$ cat config.mk
export PLATFORM = sky130hd
export DESIGN_NAME = pll_rst_seq
export DESIGN_NICKNAME = d
export VERILOG_FILES = /design/src/rtl/pll_rst_seq_pkg.sv /design/src/rtl/pll_rst_seq_sync_2ff.sv /design/src/rtl/pll_rst_seq.sv
export SDC_FILE = /design/constraint.sdc
export NUM_CORES = 1
export LEC_CHECK = 0
export BUFFER_PORTS_ARGS = -buffer_cell sky130_fd_sc_hd__buf_2
export CAP_MARGIN = 40
export CORE_ASPECT_RATIO = 0.9
export CORE_UTILIZATION = 45
export DETAILED_ROUTE_END_ITERATION = 6
export PLACE_DENSITY = 0.72
export SYNTH_ARGS = -nofsm -noshare
export SYNTH_HDL_FRONTEND = slang
export SYNTH_SLANG_ARGS = --single-unit
$ cat constraint.sdc
create_clock -name CLKIN1_IN -period 3 [get_ports CLKIN1_IN]
set_clock_uncertainty 0.1 [all_clocks]
set_input_delay 0.6 -clock CLKIN1_IN [delete_from_list [all_inputs] [get_ports CLKIN1_IN]]
set_output_delay 0.6 -clock CLKIN1_IN [all_outputs]
set_load 0.02 [all_outputs]
$ cat src/rtl/pll_rst_seq_pkg.sv
// Shared state encoding and output decode for the PLL/DDR/user reset sequencer.
// The enum values are what the ChipScope ILA sees on STATE_OUT.
package pll_rst_seq_pkg;

  localparam int unsigned STATE_W = 3;

  typedef enum logic [STATE_W-1:0] {
    StPllRst   = 3'd0,
    StWaitLock = 3'd1,
    StStable   = 3'd2,
    StDdrRel   = 3'd3,
    StRun      = 3'd4,
    StFail     = 3'd5
  } state_e;

  typedef struct packed {
    logic pll_rst;
    logic ddr_rst;
    logic user_rst;
    logic ready;
    logic fail;
  } rst_outs_t;

  // Reset levels per state; the release order PLL -> DDR -> user is encoded here.
  function automatic rst_outs_t decode_outs(state_e st);
    rst_outs_t o;
    o = '{pll_rst: 1'b1, ddr_rst: 1'b1, user_rst: 1'b1, ready: 1'b0, fail: 1'b0};
    case (st)
      StWaitLock, StStable: o.pll_rst = 1'b0;
      StDdrRel: begin
        o.pll_rst = 1'b0;
        o.ddr_rst = 1'b0;
      end
      StRun: begin
        o.pll_rst  = 1'b0;
        o.ddr_rst  = 1'b0;
        o.user_rst = 1'b0;
        o.ready    = 1'b1;
      end
      StFail:  o.fail = 1'b1;
      default: ;
    endcase
    return o;
  endfunction

endpackage

$ cat src/rtl/pll_rst_seq_sync_2ff.sv
// One-bit two-flop synchronizer with synchronous active-high clear.
// Used for LOCKED_IN and other cross-domain status bits.
module sync_2ff (
  input  logic clk_i,
  input  logic rst_i,
  input  logic d_i,
  output logic q_o
);

  logic meta_q;
  logic sync_q;

  always_ff @(posedge clk_i) begin
    if (rst_i) begin
      meta_q <= 1'b0;
      sync_q <= 1'b0;
    end else begin
      meta_q <= d_i;
      sync_q <= meta_q;
    end
  end

  assign q_o = sync_q;

endmodule

$ cat src/rtl/pll_rst_seq.sv
// Reset sequencer on the free-running board clock: PLL reset, wait for stable lock,
// then release the DDR2 controller reset and finally the user-logic reset.
module pll_rst_seq
  import pll_rst_seq_pkg::*;
#(
  parameter int unsigned PLL_RST_CYCLES = 16,
  parameter int unsigned LOCK_TIMEOUT   = 4096,
  parameter int unsigned STABLE_CYCLES  = 256,
  parameter int unsigned DDR_REL_DELAY  = 64,
  parameter int unsigned MAX_RETRIES    = 3,
  parameter int unsigned CNT_W          = 16,
  parameter int unsigned RETRY_W        = 2
) (
  input  logic               CLKIN1_IN,
  input  logic               RST_IN,
  input  logic               LOCKED_IN,
  output logic               PLL_RST_OUT,
  output logic               DDR_RST_OUT,
  output logic               USER_RST_OUT,
  output logic               READY_OUT,
  output logic               FAIL_OUT,
  output logic [RETRY_W-1:0] RETRY_CNT_OUT,
  output logic [STATE_W-1:0] STATE_OUT
);

  localparam logic [CNT_W-1:0]   PllRstLast = CNT_W'(PLL_RST_CYCLES - 1);
  localparam logic [CNT_W-1:0]   LockLast   = CNT_W'(LOCK_TIMEOUT - 1);
  localparam logic [CNT_W-1:0]   StableLast = CNT_W'(STABLE_CYCLES - 1);
  localparam logic [CNT_W-1:0]   DdrRelLast = CNT_W'(DDR_REL_DELAY - 1);
  localparam logic [RETRY_W-1:0] RetryMax   = RETRY_W'(MAX_RETRIES);

  logic lock_s;

  sync_2ff u_lock_sync (
    .clk_i (CLKIN1_IN),
    .rst_i (RST_IN),
    .d_i   (LOCKED_IN),
    .q_o   (lock_s)
  );

  state_e             state_q, state_d;
  logic [CNT_W-1:0]   cnt_q, cnt_d;
  logic [RETRY_W-1:0] retry_q, retry_d;
  rst_outs_t          outs_q;

  always_comb begin
    state_d = state_q;
    cnt_d   = cnt_q + CNT_W'(1);
    retry_d = retry_q;
    unique case (state_q)
      StPllRst: begin
        if (cnt_q == PllRstLast) begin
          state_d = StWaitLock;
          cnt_d   = '0;
        end
      end
      StWaitLock: begin
        // Lock beats a coincident timeout.
        if (lock_s) begin
          state_d = StStable;
          cnt_d   = '0;
        end else if (cnt_q == LockLast) begin
          cnt_d = '0;
          if (retry_q < RetryMax) begin
            retry_d = retry_q + RETRY_W'(1);
            state_d = StPllRst;
          end else begin
            state_d = StFail;
          end
        end
      end
      StStable: begin
        if (!lock_s) begin
          state_d = StWaitLock;
          cnt_d   = '0;
        end else if (cnt_q == StableLast) begin
          state_d = StDdrRel;
          cnt_d   = '0;
        end
      end
      StDdrRel: begin
        if (!lock_s) begin
          state_d = StPllRst;
          cnt_d   = '0;
        end else if (cnt_q == DdrRelLast) begin
          state_d = StRun;
          cnt_d   = '0;
          retry_d = '0;
        end
      end
      StRun: begin
        cnt_d = '0;
        if (!lock_s) begin
          state_d = StPllRst;
        end
      end
      StFail: begin
        cnt_d = '0;
      end
      default: begin
        state_d = StPllRst;
        cnt_d   = '0;
      end
    endcase
  end

  // Outputs decode next-state so they switch on the same edge as the state register.
  always_ff @(posedge CLKIN1_IN) begin
    if (RST_IN) begin
      state_q <= StPllRst;
      cnt_q   <= '0;
      retry_q <= '0;
      outs_q  <= decode_outs(StPllRst);
    end else begin
      state_q <= state_d;
      cnt_q   <= cnt_d;
      retry_q <= retry_d;
      outs_q  <= decode_outs(state_d);
    end
  end

  assign PLL_RST_OUT   = outs_q.pll_rst;
  assign DDR_RST_OUT   = outs_q.ddr_rst;
  assign USER_RST_OUT  = outs_q.user_rst;
  assign READY_OUT     = outs_q.ready;
  assign FAIL_OUT      = outs_q.fail;
  assign RETRY_CNT_OUT = retry_q;
  assign STATE_OUT     = state_q;

endmodule

==> summary.md <==
| Metric | Value |
|---|---|
| Syn_nets | 157 |
| Sw Share | 19.75% |
| Top-area cell type share of the netlist area | 41.10% |
| Crit path buffers/inverters | 0 |
| Congestion Overflow GR | 0 |
| Largest net degree at the start of global routing | 17 |
| Die X | 60.03 um |
| Synth Area in XOR/XNOR | 9.633% |
| Crit path largest cell delay | 0.59 ns |
| Share of post-route cells with drive strength above 1 | 15.53% |
| Area delta synth->final | 9.541% |
| Arr. time, crit path | 2.49 ns |
| Min cycle time layout | 2.371 ns |
| Reg clk slew, reported paths | 0.16 ns |
| Avg WL per Cell | 13.64 um |
| Peak VDD IR | 0.0002329 V |
| Mux contribution to synthesized area | 0.8257% |
| # clock sinks | 28 |
| Max Cap Viol | 0 |
| Antenna diode count | 0 |
| Cell internal pwr | 519.6 uW |
| Total Neg Setup Slack | 0 ns |
| Finished Cell Area | 1494 um2 |
| Post-CTS setup buffers | 0 |
| Synth cell types | 45 |
| Height of the die | 54.23 um |
| Avg Inst Size Synth | 8.972 um2 |
| Crit start category | flop |
| I/O Pins | 13 |
| Vias per cell | 5.672 |
| Sw power | 127.9 uW |
| Hold Path Depth | 2 |
| Final max-slew violation count | 0 |
| Critical path endpoint category | flop |
| Prevailing post-synth register cell | dfxtp_1 |
| Clock latency on the worst-skew pair | 0.34 ns |
| CP cell instances | or4_4 -> nor4_4 -> nand3_1 -> o21ai_4 -> a21boi_0 |
| Pleak | 0.5296 nW |
| Synth top area cells | dfxtp_1 41%, a21oi_1 7.0%, xnor2_1 5.1% |
| Status | complete, no violations |
| Ys async rst share | 0% |
| Vias in the first global route | 1030 |
| Post-synthesis simple-gate area fraction | 24.95% |
| Worst-path fanout max | 16 |
| Sequential share of the synthesized area | 41.10% |
| Post-DP HPWL | 1933 um |
| Compound-Gate Fraction of Synth Area | 17.34% |
| Routed WL | 2741 um |
| Hold_buf cts | 0 |
| Layout net count | 167 |
| Min setup slack post-route | 0.6292 ns |
| Row count | 18 |
| Dpl ws | 0.6746 ns |
| Post-synth top cells | 28 x dfxtp_1, 19 x a21oi_1, 10 x nor2_1 |
| First-pass GRT wire length | 4629 um |
| Clk root buf | clkbuf_4 |
| Placeable Area | 2815 um2 |
| Final Cycle Share | 79.03% |
| Largest family of logic cells by synthesized area | simple AND/OR/NAND/NOR gates |
| Fin. Hold Viols | 0 |
| Synthesis Warnings | 0 |
| Final setup vio count | 0 |
| CP required | 3.11 ns |
| CP Class | flop to flop |
| Drt drc | 0 |
| Area after DPL | 1441 um2 |
| Most numerous cell in the Yosys netlist | dfxtp_1 |
| Min-delay worst type | input port to flop |
| Placer Congestion | 0.8354 |
| Slew margin rel. | 65.02% |
| Gate power share | 2.5% |
| Instance count on the critical path | 5 |
| Slowest CP cell | or4_4 |
| Post-DRT Antenna Nets | 0 |
| Synth Instances | 152 |
| CTS HTree Levels | 1 |
| Synth Area in Adders | 1.835% |
| First drt pass iteration count | 4 |
| Fmax | 421.8 MHz |
| Post-cts sizing count | 0 |
| CTS Buffer Depth | 2 |
| RSZ-0062 raised after global routing | false |
| Flop pwr share | 58.9% |
| Post-synth EDFFs | 0 |
| Clock Power Share | 38.5% |
| CTS buffer count | 3 |
| Initial Util | 48.44% |
| I/O Buffers | 12 |
| Worst-margin pin slew | 0.5198 ns |
| CP top delay family | simple AND/OR/NAND/NOR gates |
| DIE AREA | 3255 um2 |
| Register bit total from synthesis | 28 |
| Mapped Area | 1364 um2 |
| DRT iter0 DRCs | 34 |
| Reg2reg path depth | 5 |
| Via count | 1140 |
| PwrDens | 433.4 nW/um2 |
| Synth area leader | dfxtp_1 |
| Initial antenna violation count | 0 |
| CTS tree | built |
| Gr usage total | 19.41% |
[worst reg2reg max path: cells and delay by family (launching register included)]
kind / cells / cell delay, ns
simple gates: 3 / 1.22
flops: 1 / 0.39
compound gates: 2 / 0.54
[flip-flops by register name (all words and copies together) (netlist names)]
name and flops:
u_lock_sync.meta_q 1, DDR_RST_OUT 1, u_lock_sync.q_o 1, FAIL_OUT 1, RETRY_CNT_OUT 2, STATE_OUT 3
READY_OUT 1, PLL_RST_OUT 1, USER_RST_OUT 1, cnt_q 16
[placed cells by master (no fill, tap or decap), types with 3 or more instances in the layout]
master and instances:
inv_1 5, xnor2_1 8, nor3b_1 3, xor2_1 7, nand4_1 5, a21oi_1 19, nand2_1 8, nor3_1 5
a31oi_1 4, buf_2 12, nor2_1 10, nand3_1 9, clkbuf_4 3, dfxtp_1 28
[power by group through the flow]
stage / clock, mW / combinational [mW] / sequential, mW
3_3_place_gp: 0 / 0.0154 / 0.389
5_1_grt: 0.262 / 0.0181 / 0.383
4_1_cts: 0.257 / 0.0164 / 0.382
6_report: 0.250 / 0.0162 / 0.382
3_5_place_dp: 0 / 0.0162 / 0.390
2_1_floorplan: 0 / 0.0128 / 0.388
[cells by family (layout without fill, tap and decap cells)]
logic type	Yosys count	after routing
xor+xnor	15	15
simple gates	57	57
mux	1	1
buf+inv	13	22
fa+ha+maj	2	2
flops	28	28
compound gates	36	36
[layer usage]
layer  routed length, um  part of all wire, %  track usage, %  vias to the layer above
li1                    -                    -               -                      571
met1                1373                   50           26.43                      548
met2                1258                   46           29.81                       16
met3                  48                  1.8           2.364                        5
met4                  60                  2.2           11.24                        0
met5                   0                    0               0                        -
[path summary, 6_finish.rpt]
check	endpoint	startpoint	slack [ns]
max	cnt_q[1]	cnt_q[12]	0.63
min	u_lock_sync.meta_q	LOCKED_IN	0.37
max reg2reg	cnt_q[1]	cnt_q[12]	0.63
min reg2reg	u_lock_sync.q_o	u_lock_sync.meta_q	0.37
[cell type report]
type | instances | area [um2]
Sequential cell | 28 | 560.5
Timing Repair Buffer | 13 | 67.56
Fill cell | 260 | 1321
Clock inverter | 1 | 30.03
Multi-Input combinational cell | 111 | 744.5
Tap cell | 40 | 50.05
Clock buffer | 3 | 22.52
Inverter | 5 | 18.77
[through the flow]
stage | instances | utilization [%] | hold slack, ns | power (mW)
floorplan | 152 | - | 0.3138 | 0.4004
global placement | 197 | 51.20 | 0.3177 | 0.4046
detailed placement | 197 | 51.20 | 0.3349 | 0.4057
global route | 201 | 53.07 | 0.3760 | 0.6625
CTS | 201 | 53.07 | 0.3635 | 0.6545
finish | 201 | 53.07 | 0.3664 | 0.6475
Note: power is estimated with default switching activity, not from simulation.
